## config.mk

```make
export PLATFORM = sky130hd
export DESIGN_NAME = flags_wb_reg
export DESIGN_NICKNAME = d
export VERILOG_FILES = /design/src/rtl/flags_wb_reg.sv
export SDC_FILE = /design/constraint.sdc
export NUM_CORES = 1
export LEC_CHECK = 0
export ABC_AREA = 1
export CORE_MARGIN = 1.5
export CORE_UTILIZATION = 40
export DETAILED_ROUTE_END_ITERATION = 7
export PLACE_DENSITY = 0.79
export REMOVE_ABC_BUFFERS = 1
export SYNTH_ARGS = -nofsm -noshare
export SYNTH_HDL_FRONTEND = slang
export SYNTH_SLANG_ARGS = --single-unit
```

## constraint.sdc

```tcl
create_clock -name clk -period 1.05 [get_ports clk]
set_input_delay 0.21 -clock clk [delete_from_list [all_inputs] [get_ports clk]]
set_output_delay 0.21 -clock clk [all_outputs]
set_load 0.02 [all_outputs]
```

## src/rtl/flags_wb_reg.sv

```systemverilog
// Writeback-stage flags register: a one-entry latch holds a masked flag result
// until writeback commits it into the architectural eflags.
module flags_wb_reg #(
    parameter logic [5:0] RESET_VAL = 6'b000000
) (
    input  logic       clk,
    input  logic       rst,
    input  logic       ex_v,
    input  logic [5:0] ex_flags,
    input  logic [5:0] ex_mask,
    output logic       ex_ready,
    input  logic       wb_stall,
    input  logic       flush,
    input  logic       ld_v,
    input  logic [5:0] ld_flags,
    output logic [5:0] eflags,
    output logic [5:0] fwd_flags,
    output logic       pend,
    output logic       commit_v,
    output logic [7:0] commit_cnt
);

    logic       r_pend;
    logic [5:0] r_flags;
    logic [5:0] r_mask;
    logic [5:0] r_eflags;
    logic       r_commit_v;
    logic [7:0] r_commit_cnt;

    logic       w_accept;
    logic       w_commit;
    logic [5:0] w_merged;

    // The latch frees up on the same edge it commits, so a stalled-then-released
    // entry can be replaced without a bubble.
    assign ex_ready = !r_pend || !wb_stall;
    assign w_accept = ex_v && ex_ready && !flush && !ld_v;
    assign w_commit = r_pend && !wb_stall && !flush && !ld_v;
    assign w_merged = (r_eflags & ~r_mask) | (r_flags & r_mask);

    always_ff @(posedge clk or posedge rst) begin
        if (rst) begin
            r_pend       <= 1'b0;
            r_flags      <= 6'b000000;
            r_mask       <= 6'b000000;
            r_eflags     <= RESET_VAL;
            r_commit_v   <= 1'b0;
            r_commit_cnt <= 8'd0;
        end else begin
            r_commit_v <= w_commit;
            if (w_commit) begin
                r_commit_cnt <= r_commit_cnt + 8'd1;
            end
            // A direct load overrides everything and discards the pending entry.
            if (ld_v) begin
                r_eflags <= ld_flags;
                r_pend   <= 1'b0;
            end else if (flush) begin
                r_pend <= 1'b0;
            end else begin
                if (w_commit) begin
                    r_eflags <= w_merged;
                end
                if (w_accept) begin
                    r_flags <= ex_flags;
                    r_mask  <= ex_mask;
                    r_pend  <= 1'b1;
                end else if (w_commit) begin
                    r_pend <= 1'b0;
                end
            end
        end
    end

    assign eflags     = r_eflags;
    assign fwd_flags  = r_pend ? w_merged : r_eflags;
    assign pend       = r_pend;
    assign commit_v   = r_commit_v;
    assign commit_cnt = r_commit_cnt;

endmodule

```

==> summary.txt <==
Run status
  – Status: finished with violations
  – Failing checks: setup timing

Pwr
  – Leak: 1.26 nW
  – Total power: 2.98 mW
  – Worst vdd ir: 0.644 mV
  – Pwr Density: 1170 nW/um^2

Floorplan
  – Starting Density: 41.4%
  – Io pins: 47
  – Die X: 61.8 microns
  – Total die area: 3810 sq um
  – Die height: 61.8 microns
  – Row count: 21
  – Core area: 3340 sq um

Routing
  – Detailed Route Iter0 Violations: 67
  – Routed wire length: 4.21 mm
  – Via count: 1,456
  – Via density per instance: 4.74
  – Final ANT Viol Nets: 0
  – Wirelength per Cell: 13.7 microns
  – Residual DRC: 0
  – Drt first pass iters: 4

Global routing
  – First-pass GRT wire length: 5.99 mm
  – M1 GR Usage: 28.0%
  – GRT Overall Usage: 21.9%
  – Gr ovfl total: 0
  – GR peak layer: met2
  – Antenna violations before repair: 0
  – Vias in the first global route: 1,348
  – Met2 Track Usage GR: 38.5%
  – Largest net degree at the start of global routing: 29
  – GR met3 Demand/Resource: 2.90%

Synthesis
  – Yosys warning total: 0
  – Seq cells post-synth: 28
  – Sequential fraction of the synthesis area: 50.7%
  – Netlist cell types: 20
  – Syn_area_per_cell: 8.17 sq um
  – Syn Inst Count: 169
  – Synthesized area: 1380 sq um

Critical path
  – Worst r2r src: pend
  – CP max FO: 6
  – CP Launch Type: flip-flop
  – Worst Path Required: 0.84 ns
  – Crit path from: pend
  – CP endpoint kind: primary output
  – Worst Setup Path Type: flip-flop to primary output
  – Arrival time at the worst endpoint: 1.23 ns

Layout
  – Commonest cells after routing, fill and taps aside: 45 x nand2_1, 35 x buf_6, 27 x dfrtp_1, 27 x buf_4, 23 x inv_1
  – Fin util: 76.0%
  – Nets@finish: 288
  – Syn-to-layout area delta: 83.5%
  – Share of cells above drive strength 1: 44.4%
  – # diodes: 0
  – Most common cell after layout, fill and taps aside: nand2_1
  – Fin cells: 307

Place
  – Final HPWL DP: 2.35 mm
  – Port bufs: 46
  – Pre-CTS WS: -0.601 ns
  – Post-Place Cells: 285
  – RePlAce Congestion: 0.747

Clock network
  – Worst-path clk slew: 0.14 ns
  – Sink Count: 28
  – Num CTS Buffers: 3
  – Clk_lat worst skew: 0.33 ns
  – Root buffer cell: clkbuf_4
  – CTS tree: yes
  – Bufs on Longest Clock Path: 2
  – H-tree level count: 1

Timing
  – Crit path time final: 1.44 ns
  – Setup TNS: -10.33 ns
  – Fin crit share: 137%
  – Max-Slew Margin vs Limit: 70.0%
  – Layout Skew: 0.00423 ns
  – Max Slew Vio Count: 0
  – Fmax: 0.693 GHz
  – Endpoints failing setup: 51
  – RSZ-0062 raised after global routing: true
  – Worst Setup Slack, final: -0.392 ns
  – Final Hold Vio Count: 0
  – Slew @ Worst Pin: 0.448 ns

Hold path
  – Worst min path class: primary input to asynchronous set/reset pin

Run
  – Max cap viols: 0
## worst paths after layout
check	to	slack (ns)	depth (start not counted)
min reg2reg	r_flags[3]	0.51	2
max reg2reg	commit_cnt[2]	-0.37	6
min in group clk	r_flags[3]	0.39	3
max	fwd_flags[0]	-0.39	3
max in group asynchronous	pend	0.70	3
min	commit_cnt[6]	0.18	3
## Yosys cell counts
library cell   n  share of area, %
nand2_1       57                15
inv_1         29               7.9
dfrtp_1       28                51
o21ai_0       24               8.7
nand3_1        9               3.3
xnor2_1        4               2.5
o21ai_1        3               1.1
nand4_1        2              0.91
nor2_1         2              0.54
buf_2          1              0.36
buf_4          1              0.54
buf_8          1               1.1
clkbuf_1       1              0.27
ha_1           1              0.91
inv_2          1              0.27
nand2_2        1              0.45
nand2_4        1              0.82
nand4_4        1               1.5
nor2_8         1               1.4
xor2_2         1               1.2
## cell families (layout without fill, tap and decap cells)
| logic type | after synthesis | in the layout | share of synthesized area (%) |
|---|---|---|---|
| AO/OA/AOI/OAI | 27 | 27 | 9.78 |
| XOR/XNOR | 5 | 5 | 3.71 |
| adder cells (fa/ha/maj) | 1 | 1 | 0.906 |
| buffers and inverters | 34 | 122 | 10.4 |
| flip-flops | 28 | 28 | 50.7 |
| AND/OR/NAND/NOR | 74 | 78 | 24.5 |
## layout make-up
cell class	instances	area (sq um)
Sequential cell	28	702
Timing Repair Buffer	89	875
Clock buffer	3	22.5
Tap cell	46	57.6
Inverter	30	121
Fill cell	240	802
Multi-Input combinational cell	111	757
## worst max-delay path, cell delays in order (launching register included)
cell and delay, ns:
dfrtp_2 0.48, buf_6 0.16, o21ai_2 0.13, buf_6 0.13
## flip-flops by register name, summed over array words and instances (netlist names)
name        flops
eflags          6
r_flags         6
pend            1
commit_cnt      8
commit_v        1
r_mask          6
## per-stage QoR
| step | area [sq um] | hold slack [ns] |
|---|---|---|
| after floorplan | 1350 | 0.275 |
| after global placement | 2090 | 0.465 |
| after detailed placement | 2090 | 0.473 |
| after CTS | 2380 | 0.200 |
| after global routing | 2530 | 0.237 |
| final | 2530 | 0.180 |
## repair_timing
action                                  CTS  global route
setup buffers                             9             6
resized for setup                       190            39
pin swaps                                 8            10
cloned                                    4             0
endpoints found under the setup margin   51            51
hold buffers                              0             0
## power by group
group	internal [mW]	switching, mW	leakage [nW]	total (mW)
Sequential	1.22	0.134	0.353	1.35
Combinational	0.644	0.541	0.896	1.18
Clock	0.135	0.307	0.0138	0.442
Total	2.00	0.982	1.26	2.98
## metal layers
metal  wire length, microns  vias up
li1                       -      720
met1                   1680      697
met2                   2350       34
met3                    126        5
met4                     48        0
met5                      0        -
(Power assumes the default switching activity.)
